--- src/rtl/counter_pkg.sv ---
// Shared constants for the counter display path.
// Used by the segment decoders upstream and by the scanner.
//   SEG_W   : width of one seven-segment pattern
//   SEG_OFF : pattern with every segment dark (1 = segment off)
package counter_pkg;
  localparam int unsigned SEG_W = 7;
  localparam logic [SEG_W-1:0] SEG_OFF = 7'h7F;
endpackage : counter_pkg

--- src/rtl/counter_seg_scan_if.sv ---
// Bundle between the scanner and its driver.
//   i_en    : scan enable (low = freeze and blank)
//   i_seg   : DIGITS packed segment patterns, digit k at [7k+6:7k]
//   o_seg   : shared segment bus, 1 = segment off
//   o_an    : active-low digit enables
//   o_frame : one-cycle pulse on each snapshot load
// master = side that supplies patterns; slave = the scanner.
interface counter_seg_scan_if
  import counter_pkg::*;
#(
  parameter int DIGITS = 2
);
  logic                    i_en;
  logic [SEG_W*DIGITS-1:0] i_seg;
  logic [SEG_W-1:0]        o_seg;
  logic [DIGITS-1:0]       o_an;
  logic                    o_frame;

  modport master (output i_en, output i_seg, input o_seg, input o_an, input o_frame);
  modport slave  (input i_en, input i_seg, output o_seg, output o_an, output o_frame);
endinterface : counter_seg_scan_if

--- src/rtl/counter_scan_div.sv ---
// Slot prescaler for the display scanner.
//   i_clk, i_rst_n : clock, async active-low reset
//   i_en           : count enable; low holds the count
//   o_tick         : high while the count sits on the last cycle of a slot
//   o_lit          : high once the blanking gap of the slot has elapsed
module counter_scan_div #(
  parameter int SCAN_DIV = 50000,
  parameter int BLANK    = 16
) (
  input  logic i_clk,
  input  logic i_rst_n,
  input  logic i_en,
  output logic o_tick,
  output logic o_lit
);
  localparam int CNT_W = (SCAN_DIV > 1) ? $clog2(SCAN_DIV) : 1;

  logic [CNT_W-1:0] cnt_r;

  assign o_tick = (cnt_r == CNT_W'(SCAN_DIV - 1));

  // With no blanking gap the compare would be constant, so tie it off.
  generate
    if (BLANK == 0) begin : g_no_blank
      assign o_lit = 1'b1;
    end else begin : g_blank
      assign o_lit = (cnt_r >= CNT_W'(BLANK));
    end
  endgenerate

  // Slot counter: advances only while enabled, wraps at the end of the slot.
  always_ff @(posedge i_clk or negedge i_rst_n) begin
    if (!i_rst_n) begin
      cnt_r <= {CNT_W{1'b0}};
    end else if (i_en) begin
      if (o_tick) begin
        cnt_r <= {CNT_W{1'b0}};
      end else begin
        cnt_r <= cnt_r + 1'b1;
      end
    end else begin
      cnt_r <= cnt_r;
    end
  end
endmodule : counter_scan_div

--- src/rtl/counter_seg_scan.sv ---
// Time-multiplexed seven-segment scanner.
//   i_clk, i_rst_n : clock, async active-low reset
//   bus (slave)    : i_en, i_seg in; o_seg, o_an, o_frame out (all registered)
// Patterns are captured once per frame so a count change cannot tear the
// display; each digit slot opens with a blanking gap against ghosting.
module counter_seg_scan
  import counter_pkg::*;
#(
  parameter int DIGITS   = 2,
  parameter int SCAN_DIV = 50000,
  parameter int BLANK    = 16
) (
  input  logic              i_clk,
  input  logic              i_rst_n,
  counter_seg_scan_if.slave bus
);
  localparam int IDX_W = (DIGITS > 1) ? $clog2(DIGITS) : 1;

  logic                    tick_s;
  logic                    lit_s;
  logic                    last_s;
  logic                    wrap_s;
  logic [IDX_W-1:0]        idx_r;
  logic [SEG_W*DIGITS-1:0] snap_r;
  logic [SEG_W-1:0]        seg_s;
  logic [DIGITS-1:0]       an_s;
  logic [SEG_W-1:0]        seg_r;
  logic [DIGITS-1:0]       an_r;
  logic                    frame_r;

  counter_scan_div #(
    .SCAN_DIV (SCAN_DIV),
    .BLANK    (BLANK)
  ) u_div (
    .i_clk   (i_clk),
    .i_rst_n (i_rst_n),
    .i_en    (bus.i_en),
    .o_tick  (tick_s),
    .o_lit   (lit_s)
  );

  assign last_s = (idx_r == IDX_W'(DIGITS - 1));
  assign wrap_s = bus.i_en && tick_s;

  // Next-output decode from the pre-edge slot state; disabled means dark.
  always_comb begin
    seg_s = SEG_OFF;
    an_s  = {DIGITS{1'b1}};
    if (bus.i_en && lit_s) begin
      seg_s = snap_r[int'(idx_r)*SEG_W +: SEG_W];
      for (int k = 0; k < DIGITS; k++) begin
        an_s[k] = (idx_r != IDX_W'(k));
      end
    end else begin
      seg_s = SEG_OFF;
      an_s  = {DIGITS{1'b1}};
    end
  end

  // Digit index and frame snapshot; snapshot loads only at the frame wrap.
  always_ff @(posedge i_clk or negedge i_rst_n) begin
    if (!i_rst_n) begin
      idx_r  <= {IDX_W{1'b0}};
      snap_r <= {(SEG_W*DIGITS){1'b1}};
    end else if (wrap_s) begin
      if (last_s) begin
        idx_r  <= {IDX_W{1'b0}};
        snap_r <= bus.i_seg;
      end else begin
        idx_r  <= idx_r + 1'b1;
      end
    end else begin
      idx_r  <= idx_r;
      snap_r <= snap_r;
    end
  end

  // Output registers, one cycle behind the slot state.
  always_ff @(posedge i_clk or negedge i_rst_n) begin
    if (!i_rst_n) begin
      seg_r   <= SEG_OFF;
      an_r    <= {DIGITS{1'b1}};
      frame_r <= 1'b0;
    end else begin
      seg_r   <= seg_s;
      an_r    <= an_s;
      frame_r <= wrap_s && last_s;
    end
  end

  assign bus.o_seg   = seg_r;
  assign bus.o_an    = an_r;
  assign bus.o_frame = frame_r;
endmodule : counter_seg_scan

--- src/flat_wrapper.sv ---
// flat-port wrapper written by rule: the top's interface ports become plain ports
module counter_seg_scan_flat import counter_pkg::*;
#(
  parameter int DIGITS   = 2,
  parameter int SCAN_DIV = 50000,
  parameter int BLANK    = 16
)
  (i_clk, i_rst_n, bus_i_en, bus_i_seg, bus_o_seg, bus_o_an, bus_o_frame);
  counter_seg_scan_if #(.DIGITS(DIGITS)) bus_i ();
  input  logic i_clk;
  input  logic i_rst_n;
  input wire logic [$bits(bus_i.i_en)-1:0] bus_i_en;
  input wire logic [$bits(bus_i.i_seg)-1:0] bus_i_seg;
  output wire logic [$bits(bus_i.o_seg)-1:0] bus_o_seg;
  output wire logic [$bits(bus_i.o_an)-1:0] bus_o_an;
  output wire logic [$bits(bus_i.o_frame)-1:0] bus_o_frame;
  assign bus_i.i_en = bus_i_en;
  assign bus_i.i_seg = bus_i_seg;
  assign bus_o_seg = bus_i.o_seg;
  assign bus_o_an = bus_i.o_an;
  assign bus_o_frame = bus_i.o_frame;
  counter_seg_scan #(.DIGITS(DIGITS), .SCAN_DIV(SCAN_DIV), .BLANK(BLANK)) u_core (.i_clk(i_clk), .i_rst_n(i_rst_n), .bus(bus_i));
endmodule
--- config.mk ---
export PLATFORM = sky130hd
export DESIGN_NAME = counter_seg_scan_flat
export DESIGN_NICKNAME = d
export VERILOG_FILES = /design/src/rtl/counter_pkg.sv /design/src/rtl/counter_seg_scan_if.sv /design/src/rtl/counter_scan_div.sv /design/src/rtl/counter_seg_scan.sv /design/src/flat_wrapper.sv
export SDC_FILE = /design/constraint.sdc
export NUM_CORES = 1
export LEC_CHECK = 0
export CORE_ASPECT_RATIO = 1.1
export CORE_MARGIN = 1
export CORE_UTILIZATION = 48
export DETAILED_ROUTE_END_ITERATION = 10
export PLACE_DENSITY = 0.76
export SYNTH_ARGS = -nofsm -noshare
export SYNTH_HDL_FRONTEND = slang
export SYNTH_SLANG_ARGS = --single-unit
--- constraint.sdc ---
create_clock -name i_clk -period 1.9 [get_ports i_clk]
set_input_delay 0.19 -clock i_clk [delete_from_list [all_inputs] [get_ports i_clk]]
set_output_delay 0.19 -clock i_clk [all_outputs]
set_load 0.1 [all_outputs]
==> out/qor.yml, run 1 <==
power_and_ir_drop:
  pwr_density_cell_nw_per_um2: 1140
  peakVddDrop_uv: 439
  leakagePower_nw: 1.06
  power_mw: 2.61
placement:
  place_congestion: 0.926
  dpl_cell_area_um2: 2180
  post-place-ws_ns: 0.0126
  place_inst: 229
  io_buffers: 26
  hpwl_um: 2470
run_status:
  status: "completed"
global_route:
  overflow: 0
  grtUsageTotal_pct: 19.0
  met1_usage_pct: 20.6
  use_met2_pct: 32.9
  grt_pass1_vias: 1240
  busiest_layer: "met2"
  grt_first_pass_wirelength_um: 5520
  grt_max_degree: 27
  antenna_found_initial: 0
  grtUsageMet3_pct: 6.70
die:
  die_area_um2: 4150
  num_rows: 23
  core_area_um2: 3680
  ios: 27
  chipHeight_um: 67.5
  initial_core_util_pct: 50.8
  die_x_um: 61.5
sta:
  tightest_slew_ns: 0.567
  hold-worst-slack_ns: 0.416
  slew_headroom_pct: 62.2
  fin_crit_ns: 1.84
  skew_ns: 0.00737
  worst_slack_ns: 0.0580
  report.final.slew_viol_count: 0
  grt_setup_unrepaired: "no"
  fin_tns_setup_ns: 0
  finalCritPeriodShare_pct: 96.9
  timing.fmax_mhz: 543
  setup_viol: 0
  hold_viol_final: 0
routing:
  drt_first_pass_iters: 4
  wire_per_inst_um: 14.1
  num_vias: 1226
  drc: 0
  viasPerCell: 5.15
  ant_nets: 0
  drt_iter0_drc: 29
  routed_wl_um: 3360
worst_setup_path:
  reg2reg_setup_slack_ns: 0.06
  worst_setup_path_startpoint: "u_core.u_div.cnt_r[11]"
  cp.arrival_ns: 2.07
  r2r-start: "u_core.u_div.cnt_r[11]"
  start_kind: "flop"
  required_ns: 2.13
  worstSetupEndpointType: "flop"
  critical_path_class: "reg2reg"
  crit_path_max_fanout: 14
yosys:
  synthDistinctLibCells: 29
  synthCells: 148
  avgSynthCellArea_um2: 12.6
  yosysWarnings: 0
  syn_area_um2: 1870
  synth_fp_nets: 167
  yosysSeqAreaShare_pct: 56.4
  synth-seq-cells: 41
layout:
  mostFrequentLayoutCells: "dfstp_2 (23), nand2_1 (20), buf_4 (20), dfrtp_1 (17), clkdlybuf4s50_1 (15)"
  fin_area_um2: 2300
  nets: 206
  drive_gt1_share_pct: 37.8
  syn2layout_area_growth_pct: 22.9
  stdcell_count: 238
  final_util_pct: 62.4
  mostFrequentLayoutCell: "dfstp_2"
  antenna_cells: 0
clocking:
  cts.clk_slew.worst_paths_ns: 0.08
  cts.sinks: 41
  clockBufferDepth: 2
  cts-htree-levels: 2
  cts_buffers: 5
  root_buffer: "clkbuf_8"
  cts_tree: "done"
  clkLatencyLatePin_ns: 0.30
min_path:
  hp-class: "in2async"
run:
  cap_viol_max_count: 0
## layer usage
layer,share of wire [%],routed length (um),up-vias
met3,5.7,191,6
met1,40,1350,607
met5,0,0,-
met2,52,1750,29
li1,-,-,584
met4,1.9,65,0
## power breakdown
part	switching (mW)	total [mW]	leakage (nW)	internal [mW]
Clock	0.288	0.624	0.0534	0.337
Sequential	0.0782	1.11	0.470	1.03
Combinational	0.659	0.880	0.538	0.221
Total	1.02	2.61	1.06	1.59
## worst max-delay path, stage by stage (launching register included)
cell and delay [ns]:
dfrtp_2 0.44, nor4_4 0.32, nand4_2 0.14, or3_1 0.37, buf_6 0.18, mux2_4 0.31
## cells by family (layout without fill, tap and decap cells)
family	Yosys count	after routing	synth area share (%)
AOI/OAI and AO/OA	5	5	1.61
adders and majority gates	2	2	1.34
DFF	41	41	56.4
and+or+nand+nor	55	55	15.2
muxes	23	23	15.3
buffers and inverters	9	49	4.08
xor gates and xnor gates	13	13	6.09
## flip-flops by register name, indices dropped and copies added (netlist names)
| name | count |
|---|---|
| u_core.snap_r | 14 |
| u_core.u_div.cnt_r | 16 |
| u_core.bus.o_frame | 1 |
| u_core.idx_r | 1 |
| u_core.bus.o_seg | 7 |
| u_core.bus.o_an | 2 |
## cell type report
class / count / area, um^2
clock buffer: 7 / 97.6
fill: 292 / 1390
tap: 50 / 62.6
inverter: 3 / 11.3
timing repair buffer: 38 / 327
clock inverter: 1 / 5.00
sequential: 41 / 1060
multi-input combinational: 98 / 739
## worst paths after layout
check,to,cells past startpoint
min reg2reg,u_core.bus.o_an[0],2
max in group asynchronous,u_core.snap_r[12],3
max,u_core.snap_r[9],5
max reg2reg,u_core.snap_r[9],5
min in group i_clk,u_core.snap_r[12],2
min,u_core.u_div.cnt_r[0],2
## repair_timing
action / 4_1_cts / 5_1_grt
hold buffers: 1 / 0
setup endpoints to repair: 0 / 14
buffers inserted: 0 / 0
hold endpoints to repair: 18 / 0
resized for setup: 0 / 2
## cells in the mapped netlist (all sizes together)
library cell   n  area share, %
xor2           1           0.47
clkbuf         1           0.20
mux2          15             11
and3           1           0.33
o21ai          3           0.80
nand3          6            1.6
nor3           4            1.1
o22ai          1           0.33
inv            3           0.60
or4            1           0.40
nand4          6            2.3
mux2i          8            4.3
xnor2         12            5.6
ha             2            1.3
o31a           1           0.47
nor2          10            2.0
buf            5            3.3
nor4           3            1.8
dfstp         23             32
dfrtp         18             24
and4           2           0.94
or2            1           0.33
or3            1           0.33
nand2         20            4.0
Power figures use the tool's default switching activity.
==> run 2: changes to the inputs <==
--- a/config.mk
+++ b/config.mk
@@ -7,9 +7,9 @@
 export LEC_CHECK = 0
 export CORE_ASPECT_RATIO = 1.1
 export CORE_MARGIN = 1
-export CORE_UTILIZATION = 48
+export CORE_UTILIZATION = 57
 export DETAILED_ROUTE_END_ITERATION = 10
-export PLACE_DENSITY = 0.76
+export PLACE_DENSITY = 0.84
 export SYNTH_ARGS = -nofsm -noshare
 export SYNTH_HDL_FRONTEND = slang
 export SYNTH_SLANG_ARGS = --single-unit
==> constraint.sdc (replaced) <==
create_clock -name i_clk -period 2.35 [get_ports i_clk]
set_input_delay 0.235 -clock i_clk [delete_from_list [all_inputs] [get_ports i_clk]]
set_output_delay 0.235 -clock i_clk [all_outputs]
set_load 0.1 [all_outputs]
==> out/qor.yml, run 2 (synthesized netlist as in run 1, its figures left out) <==
run_status:
  status: "completed"
layout:
  mostFrequentLayoutCells: "dfstp_2 (23), nand2_1 (20), dfrtp_1 (18), clkdlybuf4s50_1 (15), buf_4 (13)"
  stdcell_count: 214
  nets: 198
  syn2layout_area_growth_pct: 16.7
  drive_gt1_share_pct: 34.4
  largest_register: "u_core.u_div.cnt_r"
  largest_reg_flops: 16
  final_util_pct: 71.0
  mostFrequentLayoutCell: "dfstp_2"
  antenna_cells: 0
worst_setup_path:
  worstSetupEndpointType: "flop"
  cp.arrival_ns: 2.48
  start_kind: "flop"
  critical_path.max_stage_delay_ns: 0.71
  crit_path_top_delay_cell: "or3_1"
  required_ns: 2.63
  crit_path_max_fanout: 14
  critical_path_class: "reg2reg"
  crit_buf_inv: 0
  crit_chain: "nor4_4, nand4_2, or3_1, mux2_4"
  critPathTopFamily: "simple AND/OR/NAND/NOR gates"
sta:
  skew_ns: 0.0168
  finalCritPeriodShare_pct: 93.6
  fin_crit_ns: 2.20
  hold_viol_final: 0
  report.final.slew_viol_count: 0
  worst_slack_ns: 0.150
  grt_setup_unrepaired: "no"
  timing.fmax_mhz: 455
  hold-worst-slack_ns: 0.492
  slew_headroom_pct: 41.8
  tightest_slew_ns: 0.874
  fin_tns_setup_ns: 0
  setup_viol: 0
clocking:
  clockBufferDepth: 2
  cts.clk_slew.worst_paths_ns: 0.13
  clkLatencyLatePin_ns: 0.35
  root_buffer: "clkbuf_4"
  cts_buffers: 5
  cts.sinks: 41
  cts_tree: "done"
  cts-htree-levels: 2
global_route:
  overflow: 0
  grt_max_degree: 42
  grt_pass1_vias: 1240
  grt_first_pass_wirelength_um: 5750
  grtUsageTotal_pct: 22.1
  antenna_found_initial: 0
die:
  die_x_um: 56.6
  initial_core_util_pct: 60.8
  die_area_um2: 3510
  chipHeight_um: 62.1
  core_area_um2: 3070
  ios: 27
  num_rows: 21
routing:
  num_vias: 1194
  drt_first_pass_iters: 4
  ant_nets: 0
  wire_per_inst_um: 15.6
  viasPerCell: 5.58
  drt_iter0_drc: 49
  routed_wl_um: 3340
  drc: 0
power_and_ir_drop:
  peakVddDrop_uv: 1120
  leakagePower_nw: 1.01
  pwr_density_cell_nw_per_um2: 909
placement:
  place_congestion: 0.914
  hpwl_um: 2290
  place_inst: 205
  io_buffers: 26
  post-place-ws_ns: 0.182
min_path:
  hp-class: "in2reg"
run:
  cap_viol_max_count: 0
[run 2: cell types whose count changed in the layout (fill, tap and decap cells not counted), sizes merged]
| cell | previous run | this run |
|---|---|---|
| buf | 22 | 14 |
[run 2: cell type report]
type                            instances  area [um^2]
Sequential cell                        41         1050
Fill cell                             227          892
Multi-Input combinational cell         98          739
Timing Repair Buffer                   30          263
Clock buffer                            7         66.3
Tap cell                               34         42.5
Inverter                                3         11.3
Clock inverter                          1         5.00
[run 2: per-layer routing]
metal  GRT usage, %  part of all wire, %  up-vias
met2           38.7                   51       42
met1           26.3                   43      584
li1               -                    -      566
met4           7.32                 0.15        0
met5              0                    0        -
met3           7.45                  5.9        2
[run 2: worst register-to-register path: stages, from the launching register on]
cell and delay (ns):
dfrtp_1 0.47, nor4_4 0.34, nand4_2 0.19, or3_1 0.71
mux2_4 0.42
[run 2: metrics by stage]
step                      power [mW]  instance area, um^2
after floorplan                 1.45                 1870
after global placement          1.58                 2100
after detailed placement        1.59                 2100
after CTS                       2.00                 2180
after global routing            2.08                 2180
final                           1.98                 2180
[run 2: worst paths after layout]
kind	startpoint	endpoint	slack [ns]	depth (start not counted)
max in group asynchronous	i_rst_n	u_core.u_div.cnt_r[4]	1.24	2
min reg2reg	u_core.idx_r	u_core.bus.o_an[0]	0.55	2
max	u_core.u_div.cnt_r[12]	u_core.snap_r[8]	0.15	4
min in group asynchronous	i_rst_n	u_core.u_div.cnt_r[14]	0.56	2
min	bus_i_seg[10]	u_core.snap_r[10]	0.49	2
max reg2reg	u_core.u_div.cnt_r[12]	u_core.snap_r[8]	0.15	4
[run 2: what timing repair did]
action	CTS	global route
gates resized for setup	0	0
setup buffers	0	0
setup endpoints to repair	0	0
hold buffers	1	0
hold endpoints to repair	11	0
[run 2: report_power, final]
group          switching (mW)  leakage, nW  internal [mW]
clock network           0.221       0.0404          0.181
logic                   0.510        0.496          0.156
registers              0.0819        0.471          0.833
total                   0.813         1.01           1.17
==> run 3: changes to the inputs <==
--- a/config.mk
+++ b/config.mk
@@ -7,9 +7,9 @@
 export LEC_CHECK = 0
 export CORE_ASPECT_RATIO = 1.1
 export CORE_MARGIN = 1
-export CORE_UTILIZATION = 57
+export CORE_UTILIZATION = 45
 export DETAILED_ROUTE_END_ITERATION = 10
-export PLACE_DENSITY = 0.84
+export PLACE_DENSITY = 0.69
 export SYNTH_ARGS = -nofsm -noshare
 export SYNTH_HDL_FRONTEND = slang
 export SYNTH_SLANG_ARGS = --single-unit
==> out/qor.yml, run 3 (synthesized netlist as in run 1, its figures left out) <==
run_status:
  status: "completed"
clocking:
  cts_tree: "done"
  cts_resized: 0
  cts_buffers: 5
  hold_buffers: 0
  cts.clk_slew.worst_paths_ns: 0.08
  cts.sinks: 41
  cts-htree-levels: 2
  cts_setup_buffers: 0
  root_buffer: "clkbuf_8"
  clockBufferDepth: 2
  clkLatencyLatePin_ns: 0.30
layout:
  mostFrequentLayoutCell: "dfstp_2"
  largest_register: "u_core.u_div.cnt_r"
  fillCellCount: 351
  mostFrequentLayoutCells: "dfstp_2 (23), nand2_1 (20), dfrtp_1 (18), clkdlybuf4s50_1 (15), buf_4 (14)"
  drive_gt1_share_pct: 35.6
  largest_reg_flops: 16
  antenna_cells: 0
  syn2layout_area_growth_pct: 20.0
  nets: 198
routing:
  drc: 0
  drt_iter0_drc: 69
  routed_wl_um: 3200
  drt_first_pass_iters: 4
  viasPerCell: 5.01
  wire_per_inst_um: 13.8
  ant_nets: 0
  num_vias: 1163
worst_setup_path:
  critical_path_class: "reg2reg"
  crit_path_max_fanout: 14
  reg2reg_to: "u_core.snap_r[7]"
  worstSetupEndpointType: "flop"
  start_kind: "flop"
  reg2reg_setup_slack_ns: 0.40
  cp.arrival_ns: 2.17
  required_ns: 2.57
  worstRegToRegCells: 5
  r2r-start: "u_core.u_div.cnt_r[7]"
sta:
  report.final.slew_viol_count: 0
  slew_headroom_pct: 42.6
  grt_setup_unrepaired: "no"
  fin_tns_setup_ns: 0
  fin_crit_ns: 1.95
  setup_viol: 0
  finalCritPeriodShare_pct: 83.0
  hold-worst-slack_ns: 0.0537
  hold_viol_final: 0
  skew_ns: 0.00496
  tightest_slew_ns: 0.861
  timing.fmax_mhz: 513
placement:
  place_congestion: 0.880
  io_buffers: 26
  hpwl_um: 2120
global_route:
  grt_first_pass_wirelength_um: 5740
  grt_max_degree: 42
  grtUsageTotal_pct: 17.2
  overflow: 0
  grt_pass1_vias: 1200
  antenna_found_initial: 0
die:
  num_rows: 24
  chipHeight_um: 69.6
  core_area_um2: 3960
  die_x_um: 63.5
  die_area_um2: 4420
  initial_core_util_pct: 47.2
  ios: 27
run:
  cap_viol_max_count: 0
power_and_ir_drop:
  leakagePower_nw: 1.03
  peakVddDrop_uv: 478
  power_mw: 2.12
  pwr_density_cell_nw_per_um2: 946
min_path:
  hp-class: "in2async"
-- run 3: report_power, final --
group / total, mW / switching [mW] / internal [mW]
Combinational: 0.661 / 0.506 / 0.154
Clock: 0.549 / 0.245 / 0.303
Sequential: 0.914 / 0.0806 / 0.834
Total: 2.12 / 0.832 / 1.29
-- run 3: per-layer routing --
layer / track usage [%] / vias up / routed length [um]
met3: 6.25 / 6 / 205
met1: 22.4 / 552 / 1460
met4: 6.82 / 0 / 57
met2: 25.7 / 37 / 1480
li1: - / 568 / -
met5: 0 / - / 0
-- run 3: layout make-up --
type / instances / area, um^2 / area share, %
clock inverters: 1 / 6.26 / 0.279
clock buffers: 7 / 108 / 4.79
inverters: 3 / 11.3 / 0.502
well taps: 52 / 65.1 / 2.90
multi-input cells: 98 / 739 / 32.9
flip-flops and latches: 41 / 1050 / 47.0
repair buffers: 30 / 260 / 11.6
-- run 3: how the worst max path moves through the flow --
stage               slack (ns)                   start                 to
global placement          0.44   u_core.u_div.cnt_r[7]   u_core.snap_r[4]
detailed placement        0.42  u_core.u_div.cnt_r[12]   u_core.snap_r[4]
CTS                       0.40  u_core.u_div.cnt_r[12]   u_core.snap_r[7]
floorplan                 0.45  u_core.u_div.cnt_r[12]  u_core.snap_r[10]
global route              0.25   u_core.u_div.cnt_r[7]   u_core.snap_r[7]
finish                    0.40   u_core.u_div.cnt_r[7]   u_core.snap_r[7]
-- run 3: critical path, stage by stage (launching register included) --
cell,delay [ns]
dfrtp_1,0.46
nor3_1,0.32
nand4_2,0.19
or3_1,0.37
buf_4,0.22
mux2_4,0.32
-- run 3: metrics by stage --
step	setup WS (ns)	area, um^2	std cells	util, %
finish	0.400	2240	232	56.6
global route	0.250	2240	232	56.6
CTS	0.399	2240	232	56.6
detailed placement	0.417	2130	224	53.8
global placement	0.436	2130	224	53.8
floorplan	0.453	1870	148	-
